`src/rtl/sc_fir_sequencer.sv`:
```
// Control stage for the stochastic FIR: 39-tap sample delay line, one 2^N-cycle
// stochastic frame per sample, LFSR-driven R_y, and a valid/ready result port.
module sc_fir_sequencer #(
  parameter int             N         = 8,
  parameter logic [N-1:0]   LFSR_MASK = 8'hB8,
  parameter logic [N-1:0]   LFSR_SEED = 8'h01
) (
  input  logic         clock,
  input  logic         reset_n,
  input  logic [N:0]   sample_in,
  input  logic         sample_valid,
  output logic         sample_ready,
  output logic [N:0]   taps [0:38],
  output logic         start,
  output logic [N-1:0] sel_bits,
  output logic [N-1:0] R_y,
  input  logic [N:0]   acc_out,
  output logic [N:0]   result,
  output logic         result_valid,
  input  logic         result_ready
);

  localparam int TAPS = 39;

  typedef enum logic [1:0] {IDLE, START, RUN, HOLD} state_t;

  state_t       state_reg, state_next;
  logic         accept;
  logic         last_cycle;
  logic [N-1:0] lfsr_next;
  logic [N:0]   tap_shift [0:TAPS-1];

  always_ff @(posedge clock) begin
    if (!reset_n) state_reg <= IDLE;
    else          state_reg <= state_next;
  end

  always_comb begin
    state_next   = state_reg;
    sample_ready = 1'b0;
    start        = 1'b0;
    result_valid = 1'b0;
    accept       = 1'b0;
    last_cycle   = 1'b0;
    case (state_reg)
      IDLE: begin
        sample_ready = 1'b1;
        if (sample_valid) begin
          accept     = 1'b1;
          state_next = START;
        end
      end
      START: begin
        start      = 1'b1;
        state_next = RUN;
      end
      RUN: begin
        if (sel_bits == '1) begin
          last_cycle = 1'b1;
          state_next = HOLD;
        end
      end
      HOLD: begin
        result_valid = 1'b1;
        if (result_ready) state_next = IDLE;
      end
      default: state_next = IDLE;
    endcase
  end

  // Shifted view of the delay line; only committed on an IDLE accept.
  generate
    for (genvar gi = 0; gi < TAPS; gi++) begin : g_tap
      if (gi == 0) begin : g_head
        assign tap_shift[gi] = sample_in;
      end else begin : g_body
        assign tap_shift[gi] = taps[gi-1];
      end
    end
  endgenerate

  always_ff @(posedge clock) begin
    if (!reset_n) begin
      for (int i = 0; i < TAPS; i++) taps[i] <= '0;
    end else if (accept) begin
      taps <= tap_shift;
    end
  end

  assign lfsr_next = R_y[0] ? ((R_y >> 1) ^ LFSR_MASK) : (R_y >> 1);

  always_ff @(posedge clock) begin
    if (!reset_n) begin
      sel_bits <= '0;
      R_y      <= LFSR_SEED;
      result   <= '0;
    end else begin
      case (state_reg)
        START: begin
          sel_bits <= '0;
          R_y      <= LFSR_SEED;
        end
        RUN: begin
          sel_bits <= last_cycle ? '0 : sel_bits + 1'b1;
          R_y      <= lfsr_next;
          // acc_out here counts bits from sel_bits 0..2^N-2
          if (last_cycle) result <= acc_out;
        end
        default: sel_bits <= '0;
      endcase
    end
  end

endmodule

```
`config.mk`:
```
export PLATFORM = sky130hd
export DESIGN_NAME = sc_fir_sequencer
export DESIGN_NICKNAME = d
export VERILOG_FILES = /design/src/rtl/sc_fir_sequencer.sv
export SDC_FILE = /design/constraint.sdc
export NUM_CORES = 1
export LEC_CHECK = 0
export ABC_CLOCK_PERIOD_IN_PS = 3700
export CORE_AREA = 10 10 173 175
export CTS_BUF_LIST = sky130_fd_sc_hd__clkbuf_16
export DETAILED_ROUTE_END_ITERATION = 8
export DIE_AREA = 0 0 183 185
export DONT_BUFFER_PORTS = 1
export GPL_TIMING_DRIVEN = 0
export HOLD_SLACK_MARGIN = 0.12
export SLEW_MARGIN = 0
export SYNTH_ARGS = -nofsm -noshare
export SYNTH_HDL_FRONTEND = slang
export SYNTH_SLANG_ARGS = --single-unit
```
`constraint.sdc`:
```
create_clock -name clock -period 3.7 [get_ports clock]
set_clock_uncertainty 0.05 [all_clocks]
set_input_delay 0.555 -clock clock [delete_from_list [all_inputs] [get_ports clock]]
set_output_delay 0.555 -clock clock [all_outputs]
set_load 0.05 [all_outputs]
```
# After elaboration in Yosys (flattened, before gate mapping)
# Cells that the tools add are included.
# W data, S select, Z words.
[totals]
reg_bits = 378
input_bits = 22
output_inout_bits = 379
wordCells = 72
[classes]
n_addsub = 1
eq_ne = 7
n_mux = 13
bitwise_logic = 3
reduce_logical = 5
[op_table]
columns = ["cell", "n"]
rows = [
  ["$pmux W8 S2", 1],
  ["$add A8 B1 Y8 const B", 1],
  ["$eq A8 B8 Y1 const B", 1],
  ["$mux W8", 1],
  ["$pmux W2 S4", 1],
  ["$mux W1", 7],
  ["$mux W2", 3],
  ["$ne A2 B2 Y1 const B", 3],
  ["$eq A2 B2 Y1 const B", 2],
  ["$not A3 Y4", 1],
  ["$reduce_and A3 Y1", 1],
  ["$reduce_or A3 Y1", 1],
  ["$eq A2 B1 Y1 const B", 1],
  ["$logic_not A2 Y1", 1],
  ["$not A1 Y1", 2],
  ["$reduce_and A2 Y1", 1],
  ["$reduce_bool A2 Y1", 1],
]

# Longest topological paths before layout
[logic_depth]
ltp_word = 4
ltp_mapped = 8
ltp_nobuf = 6

# Worst setup path after synthesis
# Ideal clock, no wire load.
[synth_path]
path_type = "flip-flop to flip-flop"
from = "reg state_reg[0]"
to = "reg taps[217] in the netlist's numbering"
setup_time_ns = 0.070
arrival_ns = 1.788
required_ns = 3.580
path_slack_ns = 1.792
stages_incl_launch_ff = 9
path_buffers = 3
period_less_slack_ns = 1.908
cell_sequence = "dfxtp_1 -> inv_1 -> ha_1 -> and2_1 -> buf_2 -> buf_2 -> buf_2 -> nand2_1 -> a21oi_1"
[synth_between]
elab_chain_len = 2
[synth_lines]
columns = ["item", "line_no", "text"]
rows = [
  ["start, declared", "27", "state_t state_reg, state_next;"],
  ["start signal, assigned", "35", "else state_reg <= state_next;"],
  ["$logic_not A2 Y1", "45", "case (state_reg)"],
  ["$mux W1", "45", ""],
  ["end signal, assigned", "86", "taps <= tap_shift;"],
  ["end, declared", "13", "output logic [N:0] taps [0:38],"],
]
# No other way between the ends.
# A chain may end at the register's enable or synchronous reset.

# Final worst setup path
[layout_path]
from = "reg state_reg[0]"
to = "reg taps[140] in the netlist's numbering"
# The elaborated chain is that of the path after synthesis.

==> results.md <==
- Average vias per placed instance: 5.22
- Critical Path RT: 4.03 ns
- Crit path cell chain: inv_1 > ha_1 > nand2_1 > buf_2 > clkbuf_1 > nand2_1 > a21oi_1
- Remaining number of nets flagged by the antenna check after routing: 0
- Post-synth EDFFs: 0
- Aggregate global routing overflow: 0
- Regs by FF count: taps: 351 flops, result: 9 flops
- Buffers added on ports: 0
- Most instantiated cells after synthesis: sky130_fd_sc_hd__nand2_1, sky130_fd_sc_hd__dfxtp_1, sky130_fd_sc_hd__a21oi_1, sky130_fd_sc_hd__clkbuf_1, sky130_fd_sc_hd__buf_2
- Worst endpoint data arrival time: 2.80 ns
- Final TNS setup: 0 ns
- Number of design rule violations left after detail routing: 0
- Effective utilization at floorplan: 49.2%
- Period utilisation layout: 66.6%
- Global router's overall resource usage: 21.8%
- Ant. Diodes: 0
- Max Buffers Root-to-Sink: 3
- Drt total wl: 39300 um
- Worst Hold Slack: 0.133 ns
- Die outline area: 33900 sq um
- Proportion of synthesized chip area in sequential cells: 57.9%
- Crit path time final: 2.46 ns
- Die W: 183 um
- Critical path class: reg -> reg
- Final setup violation count: 0
- Worst vdd rail ir drop: 0.000416 V
- Cell Area, Synth: 13100 sq um
- Number of clock sinks: 378
- Fraction of synthesized cell area taken by the top area cell type: 57.9%
- Tightest Pin Transition: 0.731 ns
- Type of element capturing the critical path: register
- Dominant register cell in the synthesized netlist: sky130_fd_sc_hd__dfxtp_1
- Number of buffers created by CTS: 40
- Die H: 185 um
- Number of synthesized register bits: 378
- Top achievable clock speed: 406 MHz
- Clock insertion delay at the later pin of the skew report: 0.52 ns
- Post-cts resize count: 0
- Number of top-level pins: 401
- Final Slew Violations: 0
- Critical Path Fanout Max: 10
- Root cell of the clock tree: sky130_fd_sc_hd__clkbuf_16
- Setup Buffers After CTS: 0
- H-tree lvl count: 2
- Antenna violations before repair: 0
- Number of unique standard cell types used by synthesis: 24
- Fillers: 2570
- Number of global-route vias before repair: 9964
- Average wire per cell in the routed design: 18.9 um
- Clock transition at the registers of the reported paths: 0.06 ns
- Gate Count Post-Synth: 1652
- Max-capacitance violation count: 0
- Element type at the critical path start: register
- RSZ-0062 raised after global routing: no
- Post-Syn Area per Cell: 7.91 sq um
- Relative slew slack: 51.2%
- Detail Placement HPWL: 29600 um
- Sum of internal, switching and leakage power: 9.76 mW
- Flip-flop count of the largest register, all copies and words added: 351
- Slowest library cell on the worst path: sky130_fd_sc_hd__ha_1
- Bufs and invs on worst path: 3
- Power Dens Cells: 657 nW/um^2
- NumNets Final: 1734
- Largest delay share family, worst path: buffers and inverters
- Cell row count: 60
- Standby leakage power: 4.89 nW
- Routability-driven placement congestion ratio: 0.810
- Count of TritonRoute iterations in the first routing pass: 5
- Area growth from synthesis to layout: 13.8%
- Most repeated cell in the gate-level netlist after synthesis: sky130_fd_sc_hd__nand2_1
- Core outline area: 26600 sq um
- Outcome: finished, final reports clean
- Delay of the slowest critical-path stage: 0.59 ns
- Clock tree from TritonCTS: yes
- Biggest area contributors in the synthesized netlist: sky130_fd_sc_hd__dfxtp_1, sky130_fd_sc_hd__nand2_1, sky130_fd_sc_hd__a21oi_1, sky130_fd_sc_hd__buf_2, sky130_fd_sc_hd__clkbuf_1
- Fin util: 55.9%
- Detailed router's first-iteration violation count: 488
- Worst min path class: in -> reg
- Post-Syn Nets: 1680
- Number of vias in the routed layout: 10800
- Post-synth top area cell: sky130_fd_sc_hd__dfxtp_1
- Worst path most repeated cell: sky130_fd_sc_hd__nand2_1
- Number of synthesis warnings: 0
- Async S/R FF share, synth: 0%
- Total count of hold-check failures in the final report: 0
- Layout cell share with drive strength beyond 1: 6.46%
- Maximum number of pins on one net before global-route repair: 14
- Global-route wire length before repair: 59000 um
- Register containing the most flip-flops in the final layout: taps
## per-layer routing
metal | up-vias | part of all wire [%] | GRT usage, % | routed length [um]
met4 | 0 | 2.5 | 6.03 | 986
li1 | 5448 | - | - | -
met5 | - | 0 | 0 | 0
met1 | 4945 | 37 | 23.3 | 14300
met2 | 376 | 47 | 36.0 | 18500
met3 | 63 | 14 | 12.5 | 5410
## placed cells by master, fill, tap and decap left out, types with 6 or more instances in the layout
cell type,n
sky130_fd_sc_hd__nand2_1,717
sky130_fd_sc_hd__dfxtp_1,378
sky130_fd_sc_hd__a21oi_1,359
sky130_fd_sc_hd__clkbuf_1,68
sky130_fd_sc_hd__buf_2,53
sky130_fd_sc_hd__clkbuf_16,41
sky130_fd_sc_hd__nand3_1,19
sky130_fd_sc_hd__inv_1,13
sky130_fd_sc_hd__o21ai_0,12
sky130_fd_sc_hd__dlygate4sd3_1,12
sky130_fd_sc_hd__clkinv_2,9
sky130_fd_sc_hd__nor2_1,8
sky130_fd_sc_hd__nand2b_1,7
sky130_fd_sc_hd__xor2_1,6
sky130_fd_sc_hd__ha_1,6
sky130_fd_sc_hd__clkinv_1,6
## timing repair
item | in CTS | in global routing
endpoints found under the setup margin | 0 | 0
hold endpoints to repair | 12 | 0
hold buffers | 12 | 0
## power breakdown
group | internal, mW | leakage (nW) | switching [mW]
Clock | 2.28 | 0.654 | 1.58
Sequential | 4.13 | 3.05 | 0.231
Combinational | 0.323 | 1.19 | 1.22
## path summary, 6_finish.rpt
path                             start                   endpoint  slack [ns]  cells after the start
max          state_reg[0]$_SDFFE_PN0P_     taps[140]$_SDFFE_PN0P_        1.24                      7
min                       sample_in[0]     taps[342]$_SDFFE_PN0P_        0.13                      2
max reg2reg  state_reg[0]$_SDFFE_PN0P_     taps[140]$_SDFFE_PN0P_        1.24                      7
min reg2reg  state_reg[1]$_SDFFE_PN0P_  state_reg[1]$_SDFFE_PN0P_        0.48                      2
## worst register-to-register path, cell delays in order (launching register included)
cell	delay (ns)
sky130_fd_sc_hd__dfxtp_1	0.32
sky130_fd_sc_hd__inv_1	0.12
sky130_fd_sc_hd__ha_1	0.59
sky130_fd_sc_hd__nand2_1	0.45
sky130_fd_sc_hd__buf_2	0.34
sky130_fd_sc_hd__clkbuf_1	0.25
sky130_fd_sc_hd__nand2_1	0.13
sky130_fd_sc_hd__a21oi_1	0.07
## logic make-up after synthesis
kind of cell | synth area share [%]
flops | 57.9
fa+ha+maj | 0.575
simple gates | 22.4
xor+xnor | 0.603
buf+inv | 4.13
compound gates | 14.4
## per-stage QoR
| step | area (sq um) | setup slack (ns) | std cells |
|---|---|---|---|
| after floorplan | 13100 | 1.79 | 1652 |
| after global placement | 13500 | 1.24 | 1993 |
| after detailed placement | 13500 | 1.21 | 1993 |
| after CTS | 14900 | 1.20 | 2075 |
| after global routing | 14900 | 1.03 | 2075 |
| final | 14900 | 1.24 | 2075 |
## layout make-up
class,count,area (sq um),share of cell area [%]
Multi-Input combinational cell,1148,4960,33.4
Buffer,121,520,3.50
Timing Repair Buffer,12,120,0.808
Inverter,5,18.8,0.126
Tap cell,341,427,2.87
Clock buffer,41,1030,6.90
Sequential cell,378,7570,50.9
Clock inverter,29,229,1.54
Power figures use the tool's default switching activity.
